`config.mk`:
```
export PLATFORM = sky130hd
export DESIGN_NAME = seg7_scan4
export DESIGN_NICKNAME = d
export VERILOG_FILES = /design/src/rtl/seg7_scan4.sv
export SDC_FILE = /design/constraint.sdc
export NUM_CORES = 1
export LEC_CHECK = 0
export CORE_UTILIZATION = 38
export DETAILED_ROUTE_END_ITERATION = 10
export SLEW_MARGIN = 5
export SYNTH_ARGS = -nofsm -noshare
export SYNTH_HDL_FRONTEND = slang
export SYNTH_SLANG_ARGS = --single-unit
```
`constraint.sdc`:
```
create_clock -name clk -period 2.2 [get_ports clk]
set_input_delay 0.44 -clock clk [delete_from_list [all_inputs] [get_ports clk]]
set_output_delay 0.44 -clock clk [all_outputs]
set_load 0.02 [all_outputs]
```
`src/rtl/seg7_scan4.sv`:
```
// Four-digit multiplexed common-anode seven-segment driver with held BCD digits,
// per-digit decimal points, leading-zero blanking and an anti-ghost blank cycle per slot.
module seg7_scan4 #(
  parameter int unsigned PRESCALE = 1000,
  parameter int unsigned BLANK_LZ = 1
) (
  input  logic       clk,
  input  logic       rst,
  input  logic       load,
  input  logic [3:0] A,
  input  logic [3:0] B,
  input  logic [3:0] C,
  input  logic [3:0] D,
  input  logic [3:0] dp,
  output logic [3:0] an,
  output logic [6:0] seg,
  output logic       dp_n,
  output logic       frame_tick
);

  localparam int unsigned PW = $clog2(PRESCALE);
  localparam logic [PW-1:0] PTERM = PW'(PRESCALE - 1);

  logic [3:0]    h_a_q, h_a_d, h_b_q, h_b_d, h_c_q, h_c_d, h_d_q, h_d_d;
  logic [3:0]    hdp_q, hdp_d;
  logic [PW-1:0] pcnt_q, pcnt_d;
  logic [1:0]    idx_q, idx_d;
  logic [3:0]    an_q, an_d;
  logic [6:0]    seg_q, seg_d;
  logic          dp_n_q, dp_n_d;
  logic          frame_tick_q, frame_tick_d;

  logic          tc;
  logic [3:0]    sel_dig;
  logic [3:0]    sel_an;
  logic          sel_dp;
  logic          sel_lz;
  logic          z_a, z_ab, z_abc;

  function automatic logic [6:0] decode(input logic [3:0] d);
    case (d)
      4'd0:    decode = 7'h40;
      4'd1:    decode = 7'h79;
      4'd2:    decode = 7'h24;
      4'd3:    decode = 7'h30;
      4'd4:    decode = 7'h19;
      4'd5:    decode = 7'h12;
      4'd6:    decode = 7'h02;
      4'd7:    decode = 7'h78;
      4'd8:    decode = 7'h00;
      4'd9:    decode = 7'h10;
      default: decode = 7'h3F;
    endcase
  endfunction

  always_comb begin
    h_a_d = h_a_q;
    h_b_d = h_b_q;
    h_c_d = h_c_q;
    h_d_d = h_d_q;
    hdp_d = hdp_q;
    if (load) begin
      h_a_d = A;
      h_b_d = B;
      h_c_d = C;
      h_d_d = D;
      hdp_d = dp;
    end

    tc     = (pcnt_q == PTERM);
    pcnt_d = tc ? '0 : pcnt_q + PW'(1);
    idx_d  = tc ? idx_q + 2'd1 : idx_q;

    // Leading-zero chain: a digit is blankable only if it and all digits left of it are 0
    z_a   = (h_a_q == 4'd0);
    z_ab  = z_a && (h_b_q == 4'd0);
    z_abc = z_ab && (h_c_q == 4'd0);

    sel_dig = h_a_q;
    sel_an  = 4'b0111;
    sel_dp  = hdp_q[3];
    sel_lz  = z_a;
    case (idx_q)
      2'd0: begin sel_dig = h_a_q; sel_an = 4'b0111; sel_dp = hdp_q[3]; sel_lz = z_a;   end
      2'd1: begin sel_dig = h_b_q; sel_an = 4'b1011; sel_dp = hdp_q[2]; sel_lz = z_ab;  end
      2'd2: begin sel_dig = h_c_q; sel_an = 4'b1101; sel_dp = hdp_q[1]; sel_lz = z_abc; end
      default: begin sel_dig = h_d_q; sel_an = 4'b1110; sel_dp = hdp_q[0]; sel_lz = 1'b0; end
    endcase

    an_d         = (pcnt_q == '0) ? 4'b1111 : sel_an;
    seg_d        = ((BLANK_LZ != 0) && sel_lz) ? 7'h7F : decode(sel_dig);
    dp_n_d       = ~sel_dp;
    frame_tick_d = tc && (idx_q == 2'd3);
  end

  always_ff @(posedge clk or posedge rst) begin
    if (rst) begin
      h_a_q        <= '0;
      h_b_q        <= '0;
      h_c_q        <= '0;
      h_d_q        <= '0;
      hdp_q        <= '0;
      pcnt_q       <= '0;
      idx_q        <= '0;
      an_q         <= 4'b1111;
      seg_q        <= 7'h7F;
      dp_n_q       <= 1'b1;
      frame_tick_q <= 1'b0;
    end else begin
      h_a_q        <= h_a_d;
      h_b_q        <= h_b_d;
      h_c_q        <= h_c_d;
      h_d_q        <= h_d_d;
      hdp_q        <= hdp_d;
      pcnt_q       <= pcnt_d;
      idx_q        <= idx_d;
      an_q         <= an_d;
      seg_q        <= seg_d;
      dp_n_q       <= dp_n_d;
      frame_tick_q <= frame_tick_d;
    end
  end

  assign an         = an_q;
  assign seg        = seg_q;
  assign dp_n       = dp_n_q;
  assign frame_tick = frame_tick_q;

endmodule

```
* Yosys cells after proc, flatten, opt, wreduce, memory -nomap -nowiden
Memory sizes are Yosys's and may differ from the RTL's.
Cells that the tools add are included.
Widths: inputs -> output; s select.
** Word-level totals
- Logic and storage cells :: 34
- Bits in latches :: 0
- Register bits :: 45
- Memory bits (read-only) :: 112
- Memory bits (writable) :: 0
- Memories :: 1
** Memory list
- (name not given) :: depth 16, bits a word 7, rd ports 1, clocked after memory_dff 0, write ports 0, RTL line 41 : case (d)
** Cells by class
- Muxes and demuxes :: 7
- $mul :: 0
- Div/mod/pow operators :: 0
- Shift operators :: 0
- Bitwise logic cells :: 1
- Reductions and logical operators :: 8
- Equality and inequality tests :: 4
- $add $sub $neg :: 2
- Magnitude comparators :: 0
** Operators by type and width (count)
- $pmux 4 s3 :: 2
- $logic_not 4->1 :: 3
- $add 10x1->10 const B :: 1
- $eq 10x10->1 const B :: 1
- $logic_not 10->1 :: 1
- $mux 10 :: 1
- $mux 7 :: 1
- $pmux 1 s3 :: 2
- $eq 2x2->1 const B :: 2
- $mux 4 :: 1
- $logic_and 1x1->1 :: 3
- $add 2x1->2 const B :: 1
- $eq 2x1->1 const B :: 1
- $logic_not 2->1 :: 1
- $not 1->1 :: 1

* Logic depth before layout (Yosys ltp)
Gate-level depths: netlist of run 1.
- Depth in word-level cells :: 5
- Mapped depth :: 10
- Depth with buffers taken out :: 9

* Worst setup path after synthesis of run 1
OpenSTA, ideal clock, no wires.
- Kind :: register -> register
- Start point :: register idx_q[0]
- End point :: register seg_q[3] (netlist: seg[3])
- Arrival :: 1.843 ns
- Setup slack :: 0.261 ns
- Data required time :: 2.104 ns
- Library setup time :: 0.096 ns
- Stages on the path, launching flop included :: 11
- Path through :: dfrtp_1 -> inv_1 -> ha_1 -> buf_6 -> a222oi_1 -> mux2i_1 -> inv_1 -> ha_1 -> inv_1 -> o21ai_0 -> o2111ai_1
** Between the ends
- Longest elaborated chain between the ends :: 4
** Ends and longest elaborated chain
- from (decl) :: RTL line 27 : logic [1:0] idx_q, idx_d;
- from (signal assigned) :: RTL line 116 : idx_q <= idx_d;
- $eq 2x2->1 (tied with other cells) :: RTL line 83 : case (idx_q)
- $pmux 4 s3 :: RTL line 83
- $mem_v2 16x7
- $mux 7 * :: RTL line 91 : seg_d = ((BLANK_LZ != 0) && sel_lz) ? 7'h7F : decode(sel_dig);
- net seg_d[3] :: RTL line 29 : logic [6:0] seg_q, seg_d;
- to (signal assigned) :: RTL line 118 : seg_q <= seg_d;
- to (decl) :: RTL line 29
The timed path passes the listed nets; every way through them passes the cells marked *.
A chain may end at the register's enable or synchronous reset.

* Final worst setup path of run 1
- Start point :: register idx_q[0]
- End point :: register seg_q[4] (netlist: seg[4])
The elaborated chain is that of the path after synthesis.

==> results.md, run 1 <==
* Achievable Freq at 496 MHz
* Vias post-DR at 1464
* Post-synthesis to final-layout area growth at 28.6%
* Relative contribution of sequential cells to total power at 0.500
* Die outline area at 0.00584 mm2
* Cell seen most often among critical-path stages: ha_1
* Aggregate global-route resource usage at 0.159
* Maximum VDD drop at 0.362 mV
* Internal Pwr Total at 1.40 mW
* WL final at 4100 um
* Leakage dissipation at 1.18 nW
* Mapped Cells at 183
* Worst-path cell chain: inv_1 > ha_1 > a222oi_1 > nand2_1 > o21ai_2 > inv_4 > ha_1 > and3_1 > o21ai_0
* Detailed-routing iteration count for the pre-antenna-repair pass at 6
* Antenna diode instance count at 0
* DIE WIDTH at 76.4 um
* Switching share of power at 0.252
* Dpl hpwl at 2920 um
* Capturing element type of the critical path: flip-flop
* Combined area of the multi-input logic cells at 887 um2
* Yosys cell types at 36
* Largest net degree at the start of global routing at 46
* Cell type of the slowest stage on the worst timing path: dfrtp_1
* Post-Synthesis Cell Area at 0.00210 mm2
* Outcome: completed
* Htree depth at 2
* Final hold violations at 0
* Post-placement cell area at 0.00256 mm2
* Chip height at 76.4 um
* Residual DRC at 0
* Wire length per cell after detailed routing at 13.8 um
* CTS root buffer: clkbuf_8
* Part of the total power dissipated in combinational logic at 0.152
* Number of cells in the finished layout apart from fillers at 298
* Worst relative slew slack at 0.673
* Inst Count DP at 288
* Routed vias/inst at 4.91
* Required time of the critical path at 2.42 ns
* Slew at the pin closest to its max-slew limit at 0.482 ns
* Worst slack, placed at 0.158 ns
* Sequential area share after synthesis at 0.542
* Clock tree from TritonCTS: built
* Bufs on Longest Clock Path at 2
* Core region area at 0.00520 mm2
* Max Transition Viols Final at 0
* Mean cell area of the mapped netlist at 11.5 um2
* Hold-fix buffers, CTS at 0
* Layout cells sized above 1 at 0.237
* Ratio of final minimum period to clock period at 0.917
* Number of top-level pins at 36
* Final setup vio count at 0
* Post-layout min period at 2.02 ns
* Number of buffer and inverter instances along the worst setup path at 2
* Sinks on the clock net at 45
* Crit Path Class: reg2reg
* Leftover overflow at the end of global routing at 0
* Crit start category: flip-flop
* Leading cell type in the layout, fill and taps excluded: clkdlybuf4s50_1
* PwrDens at 692 mW/mm2
* CTS clock-pin slew for the worst setup and hold paths at 0.10 ns
* Fraction of synthesis flops using an asynchronous set or reset pin at 1.00
* Starting Density at 0.404
* Commonest cells after routing, fill and taps aside: 35 x clkdlybuf4s50_1, 33 x dfrtp_1, 18 x mux2_2
* First-pass GRT wire length at 7330 um
* Unrepaired setup endpoints after global routing: false
* Syn_nets at 216
* Type of the tightest min-delay check: reg2reg
* Critical-path maximum fanout at 9
* Register bit total from synthesis at 45
* Final antenna-violating net count at 0
* Data arrival time of the critical path at 2.24 ns
* Largest area contributor in the netlist: dfrtp_1
* Sequential cell area in the final layout at 0.00114 mm2
* Largest stage delay on the critical path at 0.41 ns
* Final std cell area, no fill at 0.00271 mm2
* Fill cell instance count of the final layout at 511
* Total of buffers placed on input and output ports at 35
* Worst clock skew at 0.0138 ns
* Number of warnings printed during yosys synthesis at 0
* Post-layout worst setup margin at 0.184 ns
* Iter 0 DRT Violations at 119
* Utilization after layout at 0.520
* Number of global-route vias before repair at 1524
* Number of cell rows at 26
* Number of CTS-inserted buffers at 5
* Clk_lat worst skew at 0.31 ns
* Setup TNS after final layout at 0 ns
* NumNets Final at 260
* Net switching power figure at 473 uW
* Number of enable-type register cells in the synthesized netlist at 0
* Most instantiated flip-flop cell in the synthesis netlist: dfrtp_1
* Worst path top cell family by delay: compound AO/OA/AOI/OAI gates
* Synth top area cells: dfrtp_1 39%, dfstp_2 15%, mux2_2 9.6%
* Clock network power share at 0.348
* Max-Cap Viols at 0
* Weighted congestion reported at the end of routability-driven placement at 0.767
* Area share of the leading cell type in the synthesized netlist at 0.392
* Antenna violations before repair at 0
[worst register-to-register path, stage by stage, from the launching register on]
cell,delay [ns]
dfrtp_1,0.41
inv_1,0.10
ha_1,0.30
a222oi_1,0.30
nand2_1,0.11
o21ai_2,0.10
inv_4,0.08
ha_1,0.22
and3_1,0.14
o21ai_0,0.16
[path summary, 6_finish.rpt]
check / startpoint / to / slack, ns / cells past startpoint
setup / recovery: idx_q[0] / seg[4] / 0.18 / 9
hold / removal: hdp_q[0] / dp_n / 0.43 / 1
setup reg to reg: idx_q[0] / seg[4] / 0.18 / 9
hold reg to reg: hdp_q[0] / dp_n / 0.43 / 1
max in group asynchronous: rst / seg[2] / 1.46 / 3
min in group asynchronous: rst / h_d_q[1] / 0.47 / 3
[layer usage]
layer	wire (um)	global-route usage	vias up
met5	0	0	-
met4	61	0.0577	0
met3	146	0.0359	7
met2	1910	0.246	38
met1	1990	0.217	692
li1	-	-	727
[synth_stat cells, types with 2 or more instances]
cell type  count
and3_1         2
mux2_2        18
mux2i_1        3
nand3_1        5
nor4_1         3
dfstp_2       12
o21ai_0       12
ha_1          10
xnor2_1        4
a21oi_1        3
o2111ai_1      2
inv_1         13
a222oi_1       5
nor2_1        11
clkbuf_1       3
nand4_1        3
a211oi_1       2
nand2_1       17
xor2_1         4
dfrtp_1       33
and2_1         2
nor3_1         2
[sequential cells by signal, indices dropped and copies added, names as in the netlist]
signal / cells
hdp_q: 4
idx_q: 2
h_d_q: 4
h_b_q: 4
frame_tick: 1
seg: 7
an: 4
dp_n: 1
h_c_q: 4
pcnt_q: 10
h_a_q: 4
[timing repair]
| item | in CTS | in global routing |
|---|---|---|
| gates resized for setup | 0 | 3 |
| setup endpoints to repair | 0 | 7 |
| buffers inserted | 0 | 2 |
[final cells by class]
class                           count  area share
Sequential cell                    45       0.422
Multi-Input combinational cell    118       0.328
Timing Repair Buffer               42       0.153
Tap cell                           70      0.0324
Clock buffer                        5      0.0254
Inverter                           15      0.0217
Clock inverter                      3      0.0176
[kinds of logic (layout without fill, tap and decap cells)]
logic type               after synthesis  count (layout)  synth area share
flip-flops                            45              45             0.542
adder cells (fa/ha/maj)               10              10            0.0595
XOR/XNOR                               8               8            0.0333
AND/OR/NAND/NOR                       50              50             0.118
AO/OA/AOI/OAI                         29              29            0.0957
buffers and inverters                 20              65            0.0410
multiplexers                          21              21             0.111
[per-stage QoR]
step	power [mW]	hold slack (ns)
after CTS	1.89	0.422
after floorplan	1.11	0.387
final	1.87	0.428
after detailed placement	1.23	0.409
after global placement	1.23	0.404
after global routing	1.96	0.481
[power by group through the flow]
stage	combinational (mW)	sequential, mW	clock (mW)
5_1_grt	0.315	0.946	0.703
2_1_floorplan	0.128	0.977	0
3_3_place_gp	0.277	0.954	0
6_report	0.284	0.937	0.652
4_1_cts	0.283	0.938	0.671
3_5_place_dp	0.281	0.953	0
(Power assumes the default switching activity.)
==> inputs of run 2 (changes only) <==
Settings changed: SETUP_SLACK_MARGIN from default to 0.5.
==> run 2 against run 1 <==
Sequential cell count unchanged; clock skew decreased by 0.0064 ns; count of clock-buffer cells in the layout increased by 1; clock power hardly changed; combinational power rose by 12%; global-route usage down 0.25 points; worst setup slack better by 0.041 ns; first-iteration DRC count increased by 6.7%; final cell count up 2.3%; hold slack improved by 0.037 ns; highest routed layer unchanged; register-to-register slack better by 0.04 ns.
==> results.md, run 2 (synthesis results as in run 1) <==
* Sequential cell area in the final layout at 0.00114 mm2 (about the same)
* Outcome: completed (unchanged)
* Starting Density at 0.404 (unchanged)
* Capturing element type of the critical path: flip-flop (unchanged)
* Leading cell type in the layout, fill and taps excluded: dfrtp_1 (was clkdlybuf4s50_1)
* Worst relative slew slack at 0.548 (was 0.673)
* Number of buffer and inverter instances along the worst setup path at 3 (was 2)
* Unrepaired setup endpoints after global routing: true (was false)
* Maximum VDD drop at 0.356 mV (was 0.362 mV)
* Residual DRC at 0 (unchanged)
* Sum of met3 wire segment lengths after detailed routing at 235 um (was 146 um)
* Fill cell instance count of the final layout at 479 (was 511)
* Worst clock skew at 0.00735 ns (was 0.0138 ns)
* Ratio of final minimum period to clock period at 0.898 (was 0.917)
* Detailed-routing iteration count for the pre-antenna-repair pass at 6 (unchanged)
* Clk_lat worst skew at 0.30 ns (was 0.31 ns)
* Bufs on Longest Clock Path at 2 (unchanged)
* Routed vias/inst at 5.02 (was 4.91)
* Setup TNS after final layout at 0 ns (unchanged)
* Part of the total power dissipated in combinational logic at 0.167 (was 0.152)
* Worst-path cell chain: ha_1 > inv_2 > mux2i_2 > inv_2 > ha_1 > inv_1 > o21ai_0 > o2111ai_1 (was inv_1 > ha_1 > a222oi_1 > nand2_1 > o21ai_2 > inv_4 > ha_1 > and3_1 > o21ai_0)
* Sinks on the clock net at 45 (unchanged)
* Worst path top cell family by delay: adder cells (was compound AO/OA/AOI/OAI gates)
* Dpl hpwl at 2910 um (was 2920 um)
* Chip height at 76.4 um (unchanged)
* Clock network power share at 0.342 (was 0.348)
* Worst slack, placed at 0.133 ns (was 0.158 ns)
* First-pass GRT wire length at 7180 um (was 7330 um)
* Post-placement cell area at 0.00257 mm2 (was 0.00256 mm2)
* Antenna violations before repair at 0 (unchanged)
* Total of buffers placed on input and output ports at 35 (unchanged)
* Die outline area at 0.00584 mm2 (unchanged)
* PwrDens at 663 mW/mm2 (was 692 mW/mm2)
* Hold-fix buffers, CTS at 0 (unchanged)
* Final std cell area, no fill at 0.00288 mm2 (was 0.00271 mm2)
* Biggest register: pcnt_q (unchanged)
* Number of cell rows at 26 (unchanged)
* Post-synthesis to final-layout area growth at 36.6% (was 28.6%)
* Relative contribution of sequential cells to total power at 0.491 (was 0.500)
* Crit Path Class: reg2reg (unchanged)
* Core region area at 0.00520 mm2 (unchanged)
* Vias post-DR at 1531 (was 1464)
* Number of top-level pins at 36 (unchanged)
* Leftover overflow at the end of global routing at 0 (unchanged)
* Commonest cells after routing, fill and taps aside: 32 x dfrtp_1, 23 x clkdlybuf4s50_1, 18 x mux2_2 (was 35 x clkdlybuf4s50_1, 33 x dfrtp_1, 18 x mux2_2)
* Type of the tightest min-delay check: in2async (was reg2reg)
* Final hold violations at 0 (unchanged)
* CTS root buffer: clkbuf_8 (unchanged)
* Internal Pwr Total at 1.43 mW (was 1.40 mW)
* Critical-path maximum fanout at 8 (was 9)
* Layout cells sized above 1 at 0.328 (was 0.237)
* Data arrival time of the critical path at 2.18 ns (was 2.24 ns)
* Aggregate global-route resource usage at 0.156 (was 0.159)
* Largest stage delay on the critical path at 0.45 ns (was 0.41 ns)
* Top layer reached by signal wires: met4 (unchanged)
* Max-Cap Viols at 0 (unchanged)
* Combined area of the multi-input logic cells at 0.00100 mm2 (was 887 um2)
* Htree depth at 2 (unchanged)
* Iter 0 DRT Violations at 127 (was 119)
* Net switching power figure at 474 uW (was 473 uW)
* Metal-1 WL at 2020 um (was 1990 um)
* Leakage dissipation at 1.23 nW (was 1.18 nW)
* Number of flip-flops in the largest register at 10 (unchanged)
* Weighted congestion reported at the end of routability-driven placement at 0.764 (was 0.767)
* Post-layout min period at 1.98 ns (was 2.02 ns)
* Antenna diode instance count at 0 (unchanged)
* Switching share of power at 0.249 (was 0.252)
* Final setup vio count at 0 (unchanged)
* WL final at 4310 um (was 4100 um)
* Slew at the pin closest to its max-slew limit at 0.674 ns (was 0.482 ns)
* Metal2 WL at 2000 um (was 1910 um)
* Max Transition Viols Final at 0 (unchanged)
* Number of CTS-inserted buffers at 5 (unchanged)
* NumNets Final at 267 (was 260)
* Number of global-route vias before repair at 1506 (was 1524)
* Largest net degree at the start of global routing at 29 (was 46)
* Clock tree from TritonCTS: built (unchanged)
* DIE WIDTH at 76.4 um (unchanged)
* Wire length per cell after detailed routing at 14.1 um (was 13.8 um)
* CTS clock-pin slew for the worst setup and hold paths at 0.09 ns (was 0.10 ns)
* Post-layout worst setup margin at 0.225 ns (was 0.184 ns)
* Crit start category: flip-flop (unchanged)
* Cell type of the slowest stage on the worst timing path: dfrtp_2 (was dfrtp_1)
* Final antenna-violating net count at 0 (unchanged)
* Required time of the critical path at 2.40 ns (was 2.42 ns)
* Achievable Freq at 506 MHz (was 496 MHz)
run 2: cell count changes in the layout (fill, tap and decap cells not counted), moves of 4 or more:
| cell | previous run | this run |
|---|---|---|
| buf_4 | 6 | 10 |
| clkdlybuf4s50_1 | 35 | 23 |
| dlygate4sd2_1 | 0 | 12 |
| ha_1 | 9 | 5 |
| ha_4 | 0 | 5 |
run 2: worst paths after layout:
check | startpoint | endpoint | slack [ns] | cells after the start
setup reg to reg | idx_q[0] | seg[3] | 0.22 | 8
hold / removal | rst | h_b_q[0] | 0.47 | 2
setup / recovery | idx_q[0] | seg[3] | 0.22 | 8
min in group clk | pcnt_q[0] | pcnt_q[0] | 0.48 | 1
max in group asynchronous | rst | dp_n | 1.15 | 3
hold reg to reg | pcnt_q[0] | pcnt_q[0] | 0.48 | 1
run 2: power groups by stage:
stage	sequential, mW	combinational, mW	clock (mW)
after floorplan	0.977	0.129	0
after global placement	0.954	0.279	0
after detailed placement	0.953	0.281	0
after CTS	0.936	0.288	0.663
after global routing	0.944	0.349	0.702
final	0.935	0.317	0.653
run 2: cell type report:
| type | instances | area share |
|---|---|---|
| clock inverter | 2 | 0.0131 |
| tap | 70 | 0.0305 |
| timing repair buffer | 49 | 0.161 |
| multi-input combinational | 118 | 0.349 |
| sequential | 45 | 0.397 |
| clock buffer | 6 | 0.0287 |
| inverter | 15 | 0.0205 |
run 2: timing repair:
action                                  in CTS  in global routing
gates resized for setup                     26                 14
endpoints found under the setup margin      19                  7
setup buffers                               10                  0
pin swaps                                    5                  8
run 2: through the flow:
stage               power, mW  utilization  hold WS (ns)  cells
floorplan                1.11            -         0.387    183
global placement         1.23        0.493         0.479    287
global route             1.99        0.552         0.506    305
finish                   1.91        0.552         0.465    305
CTS                      1.89        0.540         0.476    305
detailed placement       1.23        0.493         0.481    287
run 2: layer usage:
metal,global-route usage,up-vias
met4,0.0500,0
li1,-,740
met1,0.208,739
met2,0.245,46
met3,0.0455,6
met5,0,-
